===== src/rtl/uart_frame_parser_if.sv =====
// Byte link from the UART receiver plus the parsed-frame outputs toward the application datapath.
interface uart_frame_parser_if #(
  parameter int MAX_LEN = 16
);
  logic                       rx_interrupt;
  logic [7:0]                 rx_data;
  logic                       parity_err;
  logic                       clear_interrupt;
  logic [7:0]                 cmd;
  logic [7:0]                 pay_data;
  logic                       pay_valid;
  logic [$clog2(MAX_LEN)-1:0] pay_idx;
  logic                       frame_done;
  logic                       frame_err;
  logic                       busy;

  modport master (
    output rx_interrupt, rx_data, parity_err,
    input  clear_interrupt, cmd, pay_data, pay_valid, pay_idx, frame_done, frame_err, busy
  );

  modport slave (
    input  rx_interrupt, rx_data, parity_err,
    output clear_interrupt, cmd, pay_data, pay_valid, pay_idx, frame_done, frame_err, busy
  );
endinterface


===== src/rtl/uart_frame_parser.sv =====
// Parses FE LEN CMD PAYLOAD EF frames from the UART; define PARITY_CHECK_EN to abort frames on parity errors.
// All outputs registered one cycle after byte acceptance; one byte per rx_interrupt assertion, acked by clear_interrupt.
module uart_frame_parser #(
  parameter int         MAX_LEN    = 16,
  parameter logic [7:0] START_BYTE = 8'hFE,
  parameter logic [7:0] END_BYTE   = 8'hEF
) (
  input logic               clk,
  input logic               rst,
  uart_frame_parser_if.slave bus
);
  typedef logic [7:0] data_t;

  localparam int         IW        = $clog2(MAX_LEN);
  localparam int         CW        = $clog2(MAX_LEN + 1);
  localparam logic [8:0] MAX_LEN_B = 9'(MAX_LEN);

  typedef enum logic [2:0] {S_IDLE, S_LEN, S_CMD, S_DATA, S_END} state_t;

  state_t        state;
  logic          ack_pending;
  logic [CW-1:0] remaining;
  logic [IW-1:0] idx;
  data_t         rx_byte;
  logic          accept;
  logic          len_ok;
  logic          par_abort;

  assign rx_byte = bus.rx_data;
  assign accept  = bus.rx_interrupt && !ack_pending;
  assign len_ok  = (rx_byte != 8'd0) && ({1'b0, rx_byte} <= MAX_LEN_B);

`ifdef PARITY_CHECK_EN
  assign par_abort = bus.parity_err && (state != S_IDLE);
`else
  logic parity_unused;
  assign parity_unused = bus.parity_err;
  assign par_abort     = 1'b0;
`endif

  always_ff @(posedge clk or posedge rst) begin
    if (rst) begin
      state               <= S_IDLE;
      ack_pending         <= 1'b0;
      remaining           <= '0;
      idx                 <= '0;
      bus.clear_interrupt <= 1'b0;
      bus.cmd             <= '0;
      bus.pay_data        <= '0;
      bus.pay_valid       <= 1'b0;
      bus.pay_idx         <= '0;
      bus.frame_done      <= 1'b0;
      bus.frame_err       <= 1'b0;
      bus.busy            <= 1'b0;
    end else begin
      bus.clear_interrupt <= 1'b0;
      bus.pay_valid       <= 1'b0;
      bus.frame_done      <= 1'b0;
      bus.frame_err       <= 1'b0;
      // The UART holds rx_interrupt until it sees the ack, so re-arm only once it drops.
      if (ack_pending && !bus.rx_interrupt) ack_pending <= 1'b0;

      if (accept) begin
        bus.clear_interrupt <= 1'b1;
        ack_pending         <= 1'b1;
        if (par_abort) begin
          bus.frame_err <= 1'b1;
          bus.busy      <= 1'b0;
          state         <= S_IDLE;
        end else begin
          case (state)
            S_IDLE: begin
              if (rx_byte == START_BYTE) begin
                idx         <= '0;
                bus.pay_idx <= '0;
                bus.busy    <= 1'b1;
                state       <= S_LEN;
              end
            end
            S_LEN: begin
              if (len_ok) begin
                remaining <= rx_byte[CW-1:0];
                state     <= S_CMD;
              end else begin
                bus.frame_err <= 1'b1;
                bus.busy      <= 1'b0;
                state         <= S_IDLE;
              end
            end
            S_CMD: begin
              bus.cmd   <= rx_byte;
              remaining <= remaining - 1'b1;
              state     <= (remaining == CW'(1)) ? S_END : S_DATA;
            end
            S_DATA: begin
              bus.pay_data  <= rx_byte;
              bus.pay_valid <= 1'b1;
              bus.pay_idx   <= idx;
              idx           <= idx + 1'b1;
              remaining     <= remaining - 1'b1;
              if (remaining == CW'(1)) state <= S_END;
            end
            S_END: begin
              if (rx_byte == END_BYTE) bus.frame_done <= 1'b1;
              else                     bus.frame_err  <= 1'b1;
              bus.busy <= 1'b0;
              state    <= S_IDLE;
            end
            default: begin
              bus.busy <= 1'b0;
              state    <= S_IDLE;
            end
          endcase
        end
      end
    end
  end
endmodule


===== src/flat_wrapper.sv =====
// flat-port wrapper written by rule: the top's interface ports become plain ports
module uart_frame_parser_flat 
#(
  parameter int         MAX_LEN    = 16,
  parameter logic [7:0] START_BYTE = 8'hFE,
  parameter logic [7:0] END_BYTE   = 8'hEF
)
  (clk, rst, bus_rx_interrupt, bus_rx_data, bus_parity_err, bus_clear_interrupt, bus_cmd, bus_pay_data, bus_pay_valid, bus_pay_idx, bus_frame_done, bus_frame_err, bus_busy);
  uart_frame_parser_if #(.MAX_LEN(MAX_LEN)) bus_i ();
  input logic clk;
  input logic rst;
  input wire logic [$bits(bus_i.rx_interrupt)-1:0] bus_rx_interrupt;
  input wire logic [$bits(bus_i.rx_data)-1:0] bus_rx_data;
  input wire logic [$bits(bus_i.parity_err)-1:0] bus_parity_err;
  output wire logic [$bits(bus_i.clear_interrupt)-1:0] bus_clear_interrupt;
  output wire logic [$bits(bus_i.cmd)-1:0] bus_cmd;
  output wire logic [$bits(bus_i.pay_data)-1:0] bus_pay_data;
  output wire logic [$bits(bus_i.pay_valid)-1:0] bus_pay_valid;
  output wire logic [$bits(bus_i.pay_idx)-1:0] bus_pay_idx;
  output wire logic [$bits(bus_i.frame_done)-1:0] bus_frame_done;
  output wire logic [$bits(bus_i.frame_err)-1:0] bus_frame_err;
  output wire logic [$bits(bus_i.busy)-1:0] bus_busy;
  assign bus_i.rx_interrupt = bus_rx_interrupt;
  assign bus_i.rx_data = bus_rx_data;
  assign bus_i.parity_err = bus_parity_err;
  assign bus_clear_interrupt = bus_i.clear_interrupt;
  assign bus_cmd = bus_i.cmd;
  assign bus_pay_data = bus_i.pay_data;
  assign bus_pay_valid = bus_i.pay_valid;
  assign bus_pay_idx = bus_i.pay_idx;
  assign bus_frame_done = bus_i.frame_done;
  assign bus_frame_err = bus_i.frame_err;
  assign bus_busy = bus_i.busy;
  uart_frame_parser #(.MAX_LEN(MAX_LEN), .START_BYTE(START_BYTE), .END_BYTE(END_BYTE)) u_core (.clk(clk), .rst(rst), .bus(bus_i));
endmodule

===== config.mk =====
export PLATFORM = sky130hd
export DESIGN_NAME = uart_frame_parser_flat
export DESIGN_NICKNAME = d
export VERILOG_FILES = /design/src/rtl/uart_frame_parser_if.sv /design/src/rtl/uart_frame_parser.sv /design/src/flat_wrapper.sv
export SDC_FILE = /design/constraint.sdc
export NUM_CORES = 1
export LEC_CHECK = 0
export CAP_MARGIN = 20
export CORE_AREA = 2 2 67 69
export DETAILED_ROUTE_END_ITERATION = 8
export DIE_AREA = 0 0 69 71
export PLACE_DENSITY = 0.72
export SKIP_CTS_REPAIR_TIMING = 1
export SLEW_MARGIN = 0
export SYNTH_ARGS = -nofsm -noshare
export SYNTH_HDL_FRONTEND = slang
export SYNTH_SLANG_ARGS = --single-unit
export TNS_END_PERCENT = 10

===== constraint.sdc =====
create_clock -name clk -period 1.7 [get_ports clk]
set_input_delay 0.34 -clock clk [delete_from_list [all_inputs] [get_ports clk]]
set_output_delay 0.34 -clock clk [all_outputs]
set_load 0.03 [all_outputs]

==> impl_metrics.json <==
{
  "run_status": "complete, no violations",
  "port-buffer-count": 35,
  "yosys-top-cells-area": "dfrtp_1 (53%), mux2_2 (8.1%), ha_1 (2.8%)",
  "skew_pair_late_insertion_delay_ps": 290,
  "timing.hold.worst.class": "in -> reg",
  "worst_r2r_endpoint": "u_core.idx[0]$_DFFE_PP0P_",
  "vdd_ir_drop_max_mv": 1.294,
  "congestion_overflow_gr": 0,
  "design.die.area_mm2": 0.004899,
  "synth-async-reset-ratio": 1.000,
  "max_cap_viol_count": 0,
  "synth_top_cells_by_count": "dfrtp_1 (38), mux2_2 (13), inv_1 (11), nor2_1 (8), o21ai_0 (8)",
  "vias_in_the_first_global_route": 1488,
  "post-route-period-util": 0.9827,
  "synth_enable_flop_cells": 0,
  "holdPathEnd": "u_core.bus.cmd[4]$_DFFE_PP0P_",
  "hold_path_depth": 2,
  "postRouteAntennaNets": 0,
  "die_height_um": 71,
  "max_slew.worst_pin.slew_ps": 467.8,
  "p_switching_mw": 1.821,
  "post_synth_instance_area_mm2": 0.001808,
  "n_antenna_cell": 0,
  "detail_route.iter0.violations": 56,
  "tritoncts_clock_tree": "done",
  "root_buffer": "clkbuf_8",
  "clock_sinks": 38,
  "design_power_total_mw": 4.480,
  "cts-root-to-sink-buffers": 2,
  "synthCells": 157,
  "final_hold_viol_count": 0,
  "post_synth.cell_area_avg_um2": 11.52,
  "whs_ps": 450.7,
  "ys_warn_count": 0,
  "synthDominantCellAreaShare": 0.5260,
  "vias": 1460,
  "required_ps": 1870,
  "finClkSkew_ps": 6.636,
  "minimum_period_implied_by_the_final_worst_setup_slack_ps": 1671,
  "fp.dieW_um": 69,
  "yosys_register_bits": 38,
  "cts-htree-levels": 2,
  "finalSetupViolCount": 0,
  "wirelength_mm": 4.051,
  "fmax_mhz": 598.6,
  "p_comb_frac": 0.514,
  "synth_fp_nets": 173,
  "sequential_fraction_of_the_synthesis_area": 0.5260,
  "detailedPlacementHpwl_mm": 2.973,
  "wl_per_cell_um": 15.34,
  "cp_max_fo": 8,
  "pre_cts_ws_ps": -384.2,
  "design.portCount": 37,
  "power.share.sequential": 0.344,
  "setup_repair_after_global_routing_missed_its_margin": "true",
  "coreArea_mm2": 0.004204,
  "gpl.final_weighted_congestion": 0.8781,
  "max_slew_headroom": 0.6882,
  "antenna_found_initial": 0,
  "synth-main-ff-cell": "dfrtp_1",
  "power_report.internal_total_mw": 2.659,
  "totalNegativeSetupSlack_ps": 0,
  "sw_frac_of_total": 0.4065,
  "grt_max_degree": 39,
  "final_core_utilization": 0.5997,
  "cts.clk_slew.worst_paths_ps": 70,
  "vias_per_cell": 5.530,
  "netlist-cell-type-count": 45,
  "drt_pre_antenna_iters": 4,
  "worst_setup_path_start_kind": "input port",
  "drive_gt1_frac": 0.2500,
  "timing_worst_setup_path_type": "in -> reg",
  "starting_density": 0.4301,
  "worst_reg2reg_setup_slack_ps": 110,
  "remaining_drcs": 0,
  "static-leakage-power_nw": 1.226,
  "crit-reg2reg-launch": "u_core.state[0]$_DFFE_PP0P_",
  "post-synth-top-count-cell": "dfrtp_1",
  "worst_slack_ps": 29.41,
  "final_nets": 227,
  "cts-buffers-inserted": 5,
  "grt_first_pass_wirelength_mm": 7.017,
  "cp_data_arrival_time_ps": 1840,
  "crit_path_end_kind": "register",
  "r2r.worst_path.cells": 4,
  "power_density_mw_per_mm2": 1777,
  "synthDominantAreaCellType": "dfrtp_1",
  "finalMaxSlewViolations": 0,
  "worstHoldStart": "bus_rx_data[4]",
  "placement_rows": 24,
  "pwr-share-clk": 0.142,
  "area_growth_syn_to_layout_pct": 39.45,
  "overall_global_routing_resource_usage": 0.1783
}
-- power groups by stage --
stage | clock [mW] | sequential, mW | combinational, mW
after floorplan | 0 | 2.02 | 0.966
after global placement | 0 | 1.54 | 2.26
after detailed placement | 0 | 1.56 | 2.31
after CTS | 0.662 | 1.55 | 2.32
after global routing | 0.707 | 1.59 | 2.47
final | 0.636 | 1.54 | 2.30
-- state kept, by name (all words and copies together), names as in the netlist --
| signal | count |
|---|---|
| u_core.bus.cmd | 8 |
| u_core.bus.pay_data | 8 |
| u_core.remaining | 5 |
| u_core.bus.pay_idx | 4 |
| u_core.idx | 4 |
| u_core.state | 3 |
| u_core.ack_pending | 1 |
| u_core.bus.busy | 1 |
| u_core.bus.clear_interrupt | 1 |
| u_core.bus.frame_done | 1 |
| u_core.bus.frame_err | 1 |
| u_core.bus.pay_valid | 1 |
-- kinds of logic (layout without fill, tap and decap cells) --
kind of cell,count (synthesis),count (layout),synth area share
AOI/OAI and AO/OA,30,30,0.1246
xor gates and xnor gates,2,2,0.009690
adders and majority gates,4,4,0.02768
buffers and inverters,17,72,0.03737
DFF,38,38,0.5260
muxes,20,20,0.1246
and+or+nand+nor,46,46,0.1502
-- stage by stage --
stage | instance area [µm²] | std cells
3_3_place_gp | 2337 | 256
3_5_place_dp | 2337 | 256
5_1_grt | 2521 | 264
6_report | 2521 | 264
2_1_floorplan | 1817 | 157
4_1_cts | 2432 | 264
-- routing by layer --
layer  part of all wire  global-route usage  up-vias
met5                  0                   0        -
met4              0.016             0.06754        0
met3              0.059             0.04274        9
met2               0.49              0.2831       50
met1               0.43              0.2389      726
li1                   -                   -      675
-- worst max-delay path: stages --
cell	delay [ps]
clkdlybuf4s50_1	460
ha_2	220
nand3b_1	150
nor2_4	290
mux2_2	380
-- worst max-delay path by stage --
| stage | endpoint | slack (ps) | depth (start not counted) | from |
|---|---|---|---|---|
| after global placement | u_core.idx[0]$_DFFE_PP0P_ | -360 | 5 | bus_rx_data[7] |
| final | u_core.bus.cmd[3]$_DFFE_PP0P_ | 30 | 5 | bus_rx_interrupt |
| after CTS | u_core.idx[0]$_DFFE_PP0P_ | -70 | 5 | bus_rx_data[7] |
| after detailed placement | u_core.idx[0]$_DFFE_PP0P_ | -380 | 5 | bus_rx_data[7] |
| after global routing | u_core.bus.cmd[2]$_DFFE_PP0P_ | -50 | 5 | bus_rx_interrupt |
| after floorplan | u_core.bus.pay_data[7]$_DFFE_PP0P_ | 20 | 7 | u_core.ack_pending$_DFFE_PP0P_ |
-- final cells by class --
class | instances | area, µm²
fillers | 345 | 1683
flip-flops and latches | 38 | 950.9
multi-input cells | 102 | 838.3
repair buffers | 53 | 530.5
clock buffers | 6 | 82.58
well taps | 52 | 65.06
inverters | 11 | 41.29
clock inverters | 2 | 12.51
-- cell usage in the layout (no fill, tap or decap), types with 3 or more instances in the layout --
| cell | instances |
|---|---|
| a21oi_1 | 3 |
| a22o_1 | 5 |
| buf_4 | 18 |
| clkbuf_8 | 6 |
| clkdlybuf4s50_1 | 17 |
| dfrtp_1 | 38 |
| dlymetal6s2s_1 | 18 |
| ha_1 | 3 |
| inv_1 | 11 |
| mux2_1 | 4 |
| mux2_2 | 13 |
| nand2_1 | 7 |
| nand2b_1 | 3 |
| nand3_1 | 6 |
| nor2_1 | 8 |
| nor3_1 | 4 |
| o21ai_0 | 8 |
(Power assumes the default switching activity.)
==> RTL change, RTL diff (same settings) <==
`MAX_LEN` is set to 16 in 3 places; all go to 32.
--- a/src/rtl/uart_frame_parser_if.sv
+++ b/src/rtl/uart_frame_parser_if.sv
@@ -1,6 +1,6 @@
 // Byte link from the UART receiver plus the parsed-frame outputs toward the application datapath.
 interface uart_frame_parser_if #(
-  parameter int MAX_LEN = 16
+  parameter int MAX_LEN = 32
 );
   logic                       rx_interrupt;
   logic [7:0]                 rx_data;
--- a/src/rtl/uart_frame_parser.sv
+++ b/src/rtl/uart_frame_parser.sv
@@ -1,7 +1,7 @@
 // Parses FE LEN CMD PAYLOAD EF frames from the UART; define PARITY_CHECK_EN to abort frames on parity errors.
 // All outputs registered one cycle after byte acceptance; one byte per rx_interrupt assertion, acked by clear_interrupt.
 module uart_frame_parser #(
-  parameter int         MAX_LEN    = 16,
+  parameter int         MAX_LEN    = 32,
   parameter logic [7:0] START_BYTE = 8'hFE,
   parameter logic [7:0] END_BYTE   = 8'hEF
 ) (
--- a/src/flat_wrapper.sv
+++ b/src/flat_wrapper.sv
@@ -1,7 +1,7 @@
 // flat-port wrapper written by rule: the top's interface ports become plain ports
 module uart_frame_parser_flat 
 #(
-  parameter int         MAX_LEN    = 16,
+  parameter int         MAX_LEN    = 32,
   parameter logic [7:0] START_BYTE = 8'hFE,
   parameter logic [7:0] END_BYTE   = 8'hEF
 )
Interface: changed (resized bus_pay_idx); port bits go from 37 to 38. No check against the original RTL was run, so the function may have changed too.
==> RTL change against the unedited design <==
- fmax increased by 0.68%
- via count rose by 11%
- clock skew is 0.0017 ns higher
- sequential cell count increased by 3
- cell area is 8.9% higher
- routed wire length rose by 6.7%
- total power increased by 9.0%
- synthesized area is 5.1% higher
- worst setup slack better by 0.011 ns
- largest power group unchanged
==> RTL change: results (changes against the unedited design) <==
* Drt wl/cell at 13.9 um (-9.2%)
* Reg2Reg Depth at 6 (+2)
* Origin of the worst setup path: u_core.bus.pay_data[7]
* CP Max Fanout at 2 (-6)
* Combinational power share at 0.500 (-0.014)
* Reg2Reg Setup Slack at 0.12 ns
* Placed insts at 301 (+18%)
* Reg-to-Reg End: u_core.remaining[0]
* FF-to-FF Start: u_core.state[1]
* Worst VDD drop at 0.000795 V (-39%)
* Met1 global-route usage at 0.247 (+0.00856)
* DR vias at 1620 (+11%)
* Yosys warning count at 0 (unchanged)
* Crit-path slowest cell: clkdlybuf4s50_1
* Final net count at 273 (+20%)
* DRT iter0 DRCs at 78 (+39%)
* Met3 wire len at 126 um (-47%)
* Clock root cell: clkbuf_8
* GP Congestion at 0.845 (-3.7%)
* Async S/R FF share, synth at 1.00 (unchanged)
* Area after DPL at 2560 sq um (+9.6%)
* Drt pass-1 iters at 4 (unchanged)
* Max clock buf depth at 2 (unchanged)
* Slowest stage delay, CP at 0.67 ns (+0.21 ns)
* Reg clk slew, reported paths at 0.08 ns
* End of the critical path: bus_pay_data[7]
* Worst slew pin tran at 0.332 ns (-0.136 ns)
* Clk_skew at 0.00833 ns (+0.00170 ns)
* GRT Util Overall at 0.190 (+0.0117)
* Leakage power at 1.41 nW (+15%)
* WP data arrival at 1.32 ns (-0.52 ns)
* Worst slack, placed at -0.590 ns (-0.206 ns)
* CTS H-tree depth at 2 (unchanged)
* Final HPWL DP at 3.23 mm (+8.5%)
* Top post-synthesis cells by count: 41 x dfrtp_1, 36 x nand2_1, 13 x nor2_1, 9 x a21oi_1
* Met2 Use GR at 0.311 (+0.0278)
* Hold WC Path Type: in2async
* Ranking of synthesized cells by area: dfrtp_1 54%, nand2_1 7.1%, mux2_2 4.7%
* Grt met3 use at 0.0356 (-0.00712)
* Seq pwr share at 0.335 (-0.009)
* Seq/Total Area, Yosys at 0.540 (+0.0142)
* Non-Filler Instances at 310 (+17%)
* Met2 wire length at 2.17 mm (+8.4%)
* P_comb at 2.44 mW (+6%)
* Switching Share at 0.395 (-0.0116)
* Port bufs at 36 (+2.9%)
* Total CTS buffers at 5 (unchanged)
* Biggest regs: u_core.bus.cmd x8, u_core.bus.pay_data x8, u_core.remaining x6
* Status: finished clean
* Number of distinct library cells after synthesis at 38 (-16%)
* Layout cells sized above 1 at 0.225 (-0.0252)
* Number of global-route vias before repair at 1534 (+3.1%)
* Post-Synthesis Net Count at 202 (+17%)
* First-pass GRT wire length at 7.33 mm (+4.4%)
* Maximum number of pins on one net before global-route repair at 42 (+7.7%)
* Post-Syn Instances at 186 (+18%)
* Final hold slack at 0.378 ns (-0.0728 ns)
* Antenna Cells at 0 (unchanged)
* M1 WL at 1.94 mm (+11%)
==> RTL change: metrics by stage <==
stage | setup TNS (ns) | util
3_5_place_dp | -9.87 | 0.610
2_1_floorplan | -0.474 | -
4_1_cts | -1.82 | 0.637
6_report | 0 | 0.653
5_1_grt | -0.00832 | 0.653
3_3_place_gp | -8.70 | 0.610
==> RTL change: cells by family after synthesis <==
kind of cell             count (synthesis)  share of synthesized area
AO/OA/AOI/OAI                           41                      0.155
XOR/XNOR                                 1                    0.00461
flip-flops                              41                      0.540
adder cells (fa/ha/maj)                  4                     0.0264
AND/OR/NAND/NOR                         75                      0.184
buffers and inverters                   13                     0.0257
multiplexers                            11                     0.0632
==> RTL change: area by class of cell <==
class                      count  area [sq um]
timing repair buffer          70           664
fill                         341          1460
sequential                    41          1030
tap                           52          65.1
clock buffer                   7          86.3
clock inverter                 1          30.0
multi-input combinational    132           847
inverter                       7          26.3
